`config.mk`:
```
export PLATFORM = sky130hd
export DESIGN_NAME = chardisp_axi_bridge
export DESIGN_NICKNAME = d
export VERILOG_FILES = /design/src/rtl/chardisp_pkg.sv /design/src/rtl/chardisp_axi_arb.sv /design/src/rtl/chardisp_axi_bridge.sv
export SDC_FILE = /design/constraint.sdc
export NUM_CORES = 1
export LEC_CHECK = 0
export CORE_UTILIZATION = 30
export DETAILED_ROUTE_END_ITERATION = 10
export GPL_ROUTABILITY_DRIVEN = 0
export SLEW_MARGIN = 30
export SYNTH_ARGS = -nofsm -noshare
export SYNTH_HDL_FRONTEND = slang
export SYNTH_SLANG_ARGS = --single-unit
```
`constraint.sdc`:
```
create_clock -name CLK -period 2.8 [get_ports CLK]
set_input_delay 0.7 -clock CLK [delete_from_list [all_inputs] [get_ports CLK]]
set_output_delay 0.7 -clock CLK [all_outputs]
set_load 0.005 [all_outputs]
```
`src/rtl/chardisp_pkg.sv`:
```
// Shared types and constants for the character display AXI4-Lite to VRAM bridge.
// The bus-facing FSM encodings live here so debug tooling decodes them from one place.
package chardisp_pkg;

    typedef enum logic [1:0] {
        W_IDLE  = 2'd0,
        W_ISSUE = 2'd1,
        W_RESP  = 2'd2
    } wr_state_t;

    typedef enum logic [1:0] {
        R_IDLE  = 2'd0,
        R_ISSUE = 2'd1,
        R_WAIT  = 2'd2,
        R_RESP  = 2'd3
    } rd_state_t;

    localparam logic [1:0] AXI_RESP_OKAY = 2'b00;

    // Encoding of the arbiter's last_grant bit.
    localparam logic GRANT_WR = 1'b0;
    localparam logic GRANT_RD = 1'b1;

endpackage

```
`src/rtl/chardisp_axi_arb.sv`:
```
// Two-requester round-robin arbiter for the shared VRAM port.
// A lone requester is granted combinationally; ties go to whoever was not served last.
module chardisp_axi_arb
    import chardisp_pkg::*;
(
    input  logic CLK,
    input  logic RST,
    input  logic wr_req,
    input  logic rd_req,
    output logic wr_gnt,
    output logic rd_gnt
);

    logic last_grant;

    always_comb begin
        wr_gnt = 1'b0;
        rd_gnt = 1'b0;
        if (wr_req && rd_req) begin
            if (last_grant == GRANT_RD) begin
                wr_gnt = 1'b1;
            end else begin
                rd_gnt = 1'b1;
            end
        end else begin
            wr_gnt = wr_req;
            rd_gnt = rd_req;
        end
    end

    always_ff @(posedge CLK) begin
        if (RST) begin
            last_grant <= GRANT_WR;
        end else if (wr_gnt) begin
            last_grant <= GRANT_WR;
        end else if (rd_gnt) begin
            last_grant <= GRANT_RD;
        end
    end

endmodule

```
`src/rtl/chardisp_axi_bridge.sv`:
```
// AXI4-Lite slave that turns CPU register accesses into single-cycle VRAM port-A strobes.
// One outstanding write and one outstanding read; RDEN and WREN are never high together.
module chardisp_axi_bridge
    import chardisp_pkg::*;
#(
    parameter int ADDR_W     = 16,
    parameter int RD_LATENCY = 2
) (
    input  logic              CLK,
    input  logic              RST,
    input  logic [ADDR_W-1:0] S_AWADDR,
    input  logic              S_AWVALID,
    output logic              S_AWREADY,
    input  logic [31:0]       S_WDATA,
    input  logic [3:0]        S_WSTRB,
    input  logic              S_WVALID,
    output logic              S_WREADY,
    output logic [1:0]        S_BRESP,
    output logic              S_BVALID,
    input  logic              S_BREADY,
    input  logic [ADDR_W-1:0] S_ARADDR,
    input  logic              S_ARVALID,
    output logic              S_ARREADY,
    output logic [31:0]       S_RDATA,
    output logic [1:0]        S_RRESP,
    output logic              S_RVALID,
    input  logic              S_RREADY,
    output logic [ADDR_W-1:0] WRADDR,
    output logic [3:0]        BYTEEN,
    output logic              WREN,
    output logic [31:0]       WRDATA,
    output logic [ADDR_W-1:0] RDADDR,
    output logic              RDEN,
    input  logic [31:0]       RDDATA,
    output wr_state_t         DBG_WSTATE,
    output rd_state_t         DBG_RSTATE
);

    localparam logic [1:0] RD_LAT_CNT = RD_LATENCY[1:0];

    // Handshakes: a transfer happens in any cycle where VALID and READY are both high at
    // the clock edge; a VALID we drive stays high with a stable payload until that edge.
    wr_state_t w_state, w_next;
    rd_state_t r_state, r_next;

    logic              aw_held, w_held;
    logic [ADDR_W-1:0] wraddr_q;
    logic [3:0]        byteen_q;
    logic [31:0]       wrdata_q;
    logic [ADDR_W-1:0] rdaddr_q;
    logic [31:0]       rdata_q;
    logic [1:0]        rd_cnt;

    logic aw_hs, w_hs, ar_hs;
    logic wr_req, rd_req, wr_gnt, rd_gnt;
    logic rd_capture;

    assign aw_hs      = S_AWVALID && S_AWREADY;
    assign w_hs       = S_WVALID && S_WREADY;
    assign ar_hs      = S_ARVALID && S_ARREADY;
    assign rd_capture = (r_state == R_WAIT) && (rd_cnt == RD_LAT_CNT);

    // Requests are masked in reset so no strobe escapes in the cycle reset is applied.
    assign wr_req = (w_state == W_ISSUE) && !RST;
    assign rd_req = (r_state == R_ISSUE) && !RST;

    chardisp_axi_arb u_arb (
        .CLK    (CLK),
        .RST    (RST),
        .wr_req (wr_req),
        .rd_req (rd_req),
        .wr_gnt (wr_gnt),
        .rd_gnt (rd_gnt)
    );

    // ---------------- write FSM ----------------
    always_ff @(posedge CLK) begin
        if (RST) begin
            w_state <= W_IDLE;
        end else begin
            w_state <= w_next;
        end
    end

    always_comb begin
        w_next = w_state;
        case (w_state)
            W_IDLE:  if ((aw_held || aw_hs) && (w_held || w_hs)) w_next = W_ISSUE;
            W_ISSUE: if (wr_gnt) w_next = W_RESP;
            W_RESP:  if (S_BREADY) w_next = W_IDLE;
            default: w_next = W_IDLE;
        endcase
    end

    always_comb begin
        S_AWREADY = (w_state == W_IDLE) && !aw_held && !RST;
        S_WREADY  = (w_state == W_IDLE) && !w_held && !RST;
        WREN      = (w_state == W_ISSUE) && wr_gnt;
        S_BVALID  = (w_state == W_RESP);
        S_BRESP   = AXI_RESP_OKAY;
    end

    always_ff @(posedge CLK) begin
        if (RST) begin
            aw_held  <= 1'b0;
            w_held   <= 1'b0;
            wraddr_q <= '0;
            byteen_q <= '0;
            wrdata_q <= '0;
        end else begin
            if (aw_hs) begin
                aw_held  <= 1'b1;
                wraddr_q <= S_AWADDR;
            end
            if (w_hs) begin
                w_held   <= 1'b1;
                byteen_q <= S_WSTRB;
                wrdata_q <= S_WDATA;
            end
            if (w_state == W_IDLE && w_next == W_ISSUE) begin
                aw_held <= 1'b0;
                w_held  <= 1'b0;
            end
        end
    end

    assign WRADDR = wraddr_q;
    assign BYTEEN = byteen_q;
    assign WRDATA = wrdata_q;

    // ---------------- read FSM ----------------
    always_ff @(posedge CLK) begin
        if (RST) begin
            r_state <= R_IDLE;
        end else begin
            r_state <= r_next;
        end
    end

    always_comb begin
        r_next = r_state;
        case (r_state)
            R_IDLE:  if (ar_hs) r_next = R_ISSUE;
            R_ISSUE: if (rd_gnt) r_next = R_WAIT;
            R_WAIT:  if (rd_capture) r_next = R_RESP;
            R_RESP:  if (S_RREADY) r_next = R_IDLE;
            default: r_next = R_IDLE;
        endcase
    end

    always_comb begin
        S_ARREADY = (r_state == R_IDLE) && !RST;
        RDEN      = (r_state == R_ISSUE) && rd_gnt;
        S_RVALID  = (r_state == R_RESP);
        S_RRESP   = AXI_RESP_OKAY;
    end

    // rd_cnt counts cycles since the RDEN cycle so capture lands exactly RD_LATENCY later,
    // regardless of any write strobes issued in between.
    always_ff @(posedge CLK) begin
        if (RST) begin
            rdaddr_q <= '0;
            rdata_q  <= '0;
            rd_cnt   <= '0;
        end else begin
            if (ar_hs) begin
                rdaddr_q <= S_ARADDR;
            end
            if (rd_gnt) begin
                rd_cnt <= 2'd1;
            end else if (r_state == R_WAIT && !rd_capture) begin
                rd_cnt <= rd_cnt + 2'd1;
            end
            if (rd_capture) begin
                rdata_q <= RDDATA;
            end
        end
    end

    assign RDADDR  = rdaddr_q;
    assign S_RDATA = rdata_q;

    assign DBG_WSTATE = w_state;
    assign DBG_RSTATE = r_state;

endmodule

```
==> results of run 1 <==
sequential cells by signal (all words and copies together) (netlist names), 2 cells and up:
name,count
S_RDATA,32
WRDATA,32
RDADDR,16
WRADDR,16
BYTEEN,4
DBG_RSTATE,2
DBG_WSTATE,2
rd_cnt,2
layer usage:
metal	routed length [um]	up-vias	GRT usage [%]
li1	-	2031	-
met1	5508	1794	21.28
met2	5576	138	27.85
met3	858	10	4.006
met4	144	0	6.171
met5	0	-	0
power by group:
| group | leakage (nW) | internal, mW | switching (mW) |
|---|---|---|---|
| Combinational | 1.38 | 0.492 | 0.358 |
| Clock | 0.143 | 0.716 | 0.555 |
| Sequential | 0.887 | 1.68 | 0.0874 |
| Total | 2.41 | 2.89 | 1.00 |
worst max-delay path, stage by stage (launching register included):
cell and delay [ps]:
dfxtp_2 380, inv_1 90, ha_1 250, nor2b_1 170, nor3b_2 180, clkdlybuf4s50_1 540
final timing paths:
| check | startpoint | to | slack [ps] | cells after the start |
|---|---|---|---|---|
| worst min-delay path | S_RDATA[26] | S_RDATA[26] | 450 | 2 |
| worst max-delay path | DBG_RSTATE[1] | WREN | 140 | 5 |
| worst max register to register | DBG_WSTATE[1] | WRDATA[0] | 900 | 6 |
| worst min register to register | S_RDATA[26] | S_RDATA[26] | 450 | 2 |
cells in the mapped netlist, drive strengths merged (2+ instances only):
cell | count | area share (%)
nand2 | 205 | 19
dfxtp | 109 | 53
a21oi | 89 | 11
clkbuf | 26 | 2.4
nand3b | 18 | 3.3
buf | 10 | 2.3
nor2 | 8 | 0.73
ha | 6 | 1.8
nand2b | 6 | 0.92
inv | 4 | 0.37
nor3 | 4 | 0.49
nor2b | 3 | 0.46
nor3b | 3 | 1.1
and2 | 2 | 0.31
mux2i | 2 | 0.49
o21a | 2 | 0.37
or2 | 2 | 0.31
cell families (layout without fill, tap and decap cells):
family                     Yosys count  after routing  synth area share, %
other                                1              4              0.09177
xor gates and xnor gates             1              1               0.2144
muxes                                2              2               0.4899
and+or+nand+nor                    254            254                26.94
buffers and inverters               40            245                5.052
DFF                                109            109                53.40
AOI/OAI and AO/OA                   95             95                11.97
adders and majority gates            6              6                1.837
layout make-up:
type	instances	area, um2
clock buffer	12	246.5
clock inverter	4	47.55
fill	1310	6585
inverter	4	15.01
multi-input combinational	362	1715
sequential	109	2183
tap	176	220.2
timing repair buffer	225	2230
through the flow:
step | utilization (%) | std cells | hold WS, ps
2_1_floorplan | - | 511 | 452.7
3_3_place_gp | 48.00 | 876 | 440.9
3_5_place_dp | 48.01 | 876 | 445.7
4_1_cts | 50.24 | 892 | 455.2
5_1_grt | 50.27 | 892 | 467.3
6_report | 50.27 | 892 | 452.9
==> metrics.md, run 1 <==
| Metric | Value |
|---|---|
| Num CTS Buffers | 9 |
| Max Cap Viol | 0 |
| Hold crit path type | reg2reg |
| Fin. Hold Viols | 0 |
| Clock Skew | 7.286 ps |
| Final #Nets | 824 |
| Antenna viol nets, final | 0 |
| Startpoint Class | register |
| IO Port Bufs | 217 |
| Final Max Tran Viols | 0 |
| Status | finished, final reports clean |
| Cells after Synth | 508 |
| Layout cell share with drive strength beyond 1 | 3.911% |
| Slew HR | 52.01% |
| Boundary pin count | 222 |
| Commonest non-fill, non-tap cell in the layout | clkdlybuf4s50_1 |
| Clock sink count | 109 |
| Post-synth EDFFs | 0 |
| Die area | 0.01409 mm2 |
| Post-synth top flop | dfxtp_1 |
| # DRC | 0 |
| Syn avg cell area | 8.044 um2 |
| # rows | 42 |
| Ant. Diodes | 0 |
| Flops & latches, synth | 109 |
| Starting Density | 30.86% |
| Worst Path Required | 2100 ps |
| Post-synthesis sequential area ratio | 53.40% |
| GRT Total Usage | 16.86% |
| Vias in the first global route | 3721 |
| DR pass1 iterations | 4 |
| Vias/cell | 4.454 |
| Final setup viols | 0 |
| Post-route setup slack | 135.9 ps |
| Worst Tran Pin Value | 719.9 ps |
| Clock-pin slew on the worst setup and hold paths | 70 ps |
| Initial antenna violation count | 0 |
| WL final | 12090 um |
| Cell Area, Synth | 0.004086 mm2 |
| Most frequent cells in the layout | 216 x clkdlybuf4s50_1, 205 x nand2_1, 108 x dfxtp_1, 89 x a21oi_1, 18 x nand3b_1 |
| 1st-iter DRT viols | 169 |
| Total number of vias | 3973 |
| Clk_lat worst skew | 340 ps |
| CTS tree | yes |
| CTS HTree Levels | 3 |
| Worst setup EP type | primary output |
| Pre-CTS WS | 236.9 ps |
| Static Leakage | 2.411 nW |
| Core area | 0.01324 mm2 |
| Die Wd | 118.7 um |
| FFs w/ async S/R, synth | 0% |
| Deepest clock path buffer count | 2 |
| HPWL Detailed | 8673 um |
| PostCTS Resize Cnt | 1 |
| RSZ-0062 raised after global routing | false |
| Final non-filler cell area | 0.006658 mm2 |
| Wirelength per Cell | 13.55 um |
| Global-route wire length before repair | 18930 um |
| Post-place instance area | 0.006357 mm2 |
| Number of distinct library cells after synthesis | 28 |
| Post-CTS Hold Fix Bufs | 0 |
| Root buf cell | clkbuf_16 |
| Syn. warnings | 0 |
| Die Y | 118.7 um |
| Arrival time at the worst endpoint | 1960 ps |
| Pwr/cell area | 584.1 mW/mm2 |
| Maximum vdd drop | 0.3580 mV |
| Largest net degree at the start of global routing | 70 |
| Final period util | 95.15% |
| Total power | 3.888 mW |
| Fin crit period | 2664 ps |
| Overflow after GRT | 0 |
| Crit Path Category | reg2out |
| Setup Fix Bufs, Post-CTS | 0 |
| Area Overhead vs Synth | 62.92% |
| Fin Setup TNS | 0 ps |
| F_max | 375.4 MHz |
| Worst Path Max Fanout | 6 |
No activity file was read; power rests on OpenSTA's default activity.
==> run 2, diff against run 1 <==
--- a/config.mk
+++ b/config.mk
@@ -5,9 +5,10 @@
 export SDC_FILE = /design/constraint.sdc
 export NUM_CORES = 1
 export LEC_CHECK = 0
-export CORE_UTILIZATION = 30
+export CORE_UTILIZATION = 35
 export DETAILED_ROUTE_END_ITERATION = 10
 export GPL_ROUTABILITY_DRIVEN = 0
+export PLACE_DENSITY_LB_ADDON = 0.3
 export SLEW_MARGIN = 30
 export SYNTH_ARGS = -nofsm -noshare
 export SYNTH_HDL_FRONTEND = slang
==> run 2 against run 1 <==
Compared with the run above:
- utilization is 7.7 points higher
- setup slack better by 110 ps
- first-iteration DRC count is 3.0% higher
- wire length is 3.2% lower
- global-route usage is 1.3 points higher
- critical path depth is 1 lower
- non-clock buffer count is 1 higher
- highest routed layer unchanged
==> metrics.md, run 2 (synthesis gave the netlist of run 1 again) <==
| Metric | Value |
|---|---|
| F_max | 392.1 MHz (+4.5%) |
| Global-route wire length before repair | 17020 um (-10%) |
| 1st-iter DRT viols | 174 (+3.0%) |
| IO Port Bufs | 217 (unchanged) |
| Hold Path Origin | WRDATA[22] |
| Setup Fix Bufs, Post-CTS | 0 (unchanged) |
| Hold Crit Endpoint | WRDATA[22] |
| Clock sink count | 109 (unchanged) |
| Commonest non-fill, non-tap cell in the layout | clkdlybuf4s50_1 |
| Num CTS Buffers | 9 (unchanged) |
| Hold crit path type | reg2reg |
| Max Cap Viol | 0 (unchanged) |
| Fin. Hold Viols | 0 (unchanged) |
| R2R setup slack | 930 ps (+30 ps) |
| Most frequent cells in the layout | 215 x clkdlybuf4s50_1, 205 x nand2_1, 108 x dfxtp_1, 89 x a21oi_1, 18 x nand3b_1 |
| Static Leakage | 2.432 nW (+0.87%) |
| CTS tree | yes |
| Reg-to-Reg Start | DBG_WSTATE[0] |
| Clock Power Share | 31.9% (-0.8 points) |
| Post-route setup slack | 249.6 ps (+113.8 ps) |
| Worst Tran Pin Value | 643.4 ps (-76.50 ps) |
| Critical path's top delay family | buffers and inverters |
| Die Wd | 110.1 um (-7.3%) |
| Deepest clock path buffer count | 2 (unchanged) |
| # DRC | 0 (unchanged) |
| Clock Skew | 9.968 ps (+2.682 ps) |
| Switching Power | 1.011 mW (+1.1%) |
| Starting Density | 35.79% (+4.9 points) |
| DR pass1 iterations | 4 (unchanged) |
| WL final | 11700 um (-3.2%) |
| CP max stage delay | 510 ps (-30 ps) |
| CTS HTree Levels | 3 (unchanged) |
| Largest net degree at the start of global routing | 43 (-39%) |
| Total power | 3.843 mW (-1.2%) |
| Register share of total power | 45.9% (+0.5 points) |
| GRT Total Usage | 18.14% (+1.3 points) |
| # rows | 39 (-7.1%) |
| Root buf cell | clkbuf_16 |
| Worst Reg2Reg Path Length in Cells | 6 (unchanged) |
| Status | finished, final reports clean |
| Pre-CTS WS | 244.4 ps (+7.533 ps) |
| CP cell instances | buf_4 -> or3_1 -> nor2_1 -> clkdlybuf4s50_1 |
| Area Overhead vs Synth | 62.09% |
| Worst Path Required | 2100 ps (about the same) |
| RSZ-0062 raised after global routing | false |
| Ant. Diodes | 0 (unchanged) |
| Core area | 0.01142 mm2 (-14%) |
| Worst Path Buf+Inv | 2 (unchanged) |
| Die area | 0.01211 mm2 (-14%) |
| Placed cells | 844 (-3.7%) |
| Sw frac | 26.31% (+0.59 points) |
| RR Endpoint | BYTEEN[2] |
| Final #Nets | 825 (+0.12%) |
| Fin Setup TNS | 0 ps (unchanged) |
| Fin crit period | 2550 ps (-113.8 ps) |
| Arrival time at the worst endpoint | 1850 ps (-110 ps) |
| Clk_lat worst skew | 340 ps (about the same) |
| Overflow after GRT | 0 (unchanged) |
| Worst Path Max Fanout | 7 (+1) |
| Die Y | 110.1 um (-7.3%) |
| Comb power frac | 22.2% (+0.3 points) |
| Vias/cell | 4.685 (+5.2%) |
| Layout cell share with drive strength beyond 1 | 4.324% (+0.41 points) |
| Antenna viol nets, final | 0 (unchanged) |
| Crit Path Category | in2out |
| Vias in the first global route | 3647 (-2.0%) |
| Initial antenna violation count | 0 (unchanged) |
| Slew HR | 57.06% (+5.1 points) |
| Final Max Tran Viols | 0 (unchanged) |
| Filler Cells Inserted | 1038 (-21%) |
| Total number of vias | 4029 (+1.4%) |
| Worst setup EP type | primary output |
| Cell Int Power | 2.832 mW (-1.9%) |
| Wirelength per Cell | 13.60 um (+0.40%) |
| Startpoint Class | input port |
| Util after Layout | 58.01% (+7.7 points) |
| Non-filler cells, final | 860 (-3.6%) |
| Final setup viols | 0 (unchanged) |
| Clock-pin slew on the worst setup and hold paths | 70 ps (about the same) |
| Final period util | 91.08% (-4.1 points) |
| Maximum vdd drop | 0.2939 mV (-18%) |
| Worst path slowest cell | clkdlybuf4s50_1 |
| Pwr/cell area | 580.2 mW/mm2 (-0.66%) |
| HPWL Detailed | 8614 um (-0.67%) |
| Boundary pin count | 222 (unchanged) |
| Worst Hold Depth | 2 (unchanged) |
==> run 2: worst max-delay path by stage <==
| stage | slack, ps | start | cells after the start | endpoint |
|---|---|---|---|---|
| 2_1_floorplan | 690 | RST | 4 | RDEN |
| 3_3_place_gp | 260 | RST | 4 | S_AWREADY |
| 3_5_place_dp | 240 | RST | 4 | S_AWREADY |
| 4_1_cts | 70 | DBG_RSTATE[1] | 5 | WREN |
| 5_1_grt | 150 | DBG_WSTATE[0] | 5 | RDEN |
| 6_report | 250 | RST | 4 | S_AWREADY |
==> run 2: worst register-to-register path, stage by stage (launching register included) <==
cell and delay, ps:
dfxtp_1 380, or3_1 430, buf_4 180, nor3b_4 170, buf_4 360, nand2_1 110, a21oi_1 160
==> run 2: routing by layer <==
metal  vias to the layer above  global-route usage [%]  share of wire [%]
li1                       2031                       -                  -
met1                      1840                   19.96                 40
met2                       142                   32.32                 49
met3                        16                   5.585                9.1
met4                         0                   7.333                1.6
met5                         -                       0                  0
==> run 2: cell type report <==
type,count,area [um2],share of cell area (%)
sequential,109,2183,32.96
tap,143,178.9,2.701
clock inverter,5,41.29,0.6233
clock buffer,11,252.7,3.816
inverter,4,15.01,0.2267
multi-input combinational,362,1713,25.86
timing repair buffer,226,2240,33.81
==> run 2: metrics by stage <==
stage               cell area (um2)  hold slack [ps]
finish                         6624            453.8
global route                   6624            467.8
CTS                            6619            455.8
detailed placement             6324            445.7
global placement               6322            441.4
floorplan                      4098            452.7
==> run 2: power groups by stage <==
stage | registers [mW] | logic, mW | clock network, mW
floorplan | 1.80 | 0.367 | 0
global placement | 1.79 | 0.838 | 0
detailed placement | 1.80 | 0.854 | 0
CTS | 1.76 | 0.861 | 1.26
global route | 1.78 | 0.942 | 1.33
finish | 1.76 | 0.852 | 1.23
==> run 2: timing repair <==
item                                    CTS  global route
hold buffers                              0             0
resized for setup                         1             1
endpoints found under the setup margin    1             1
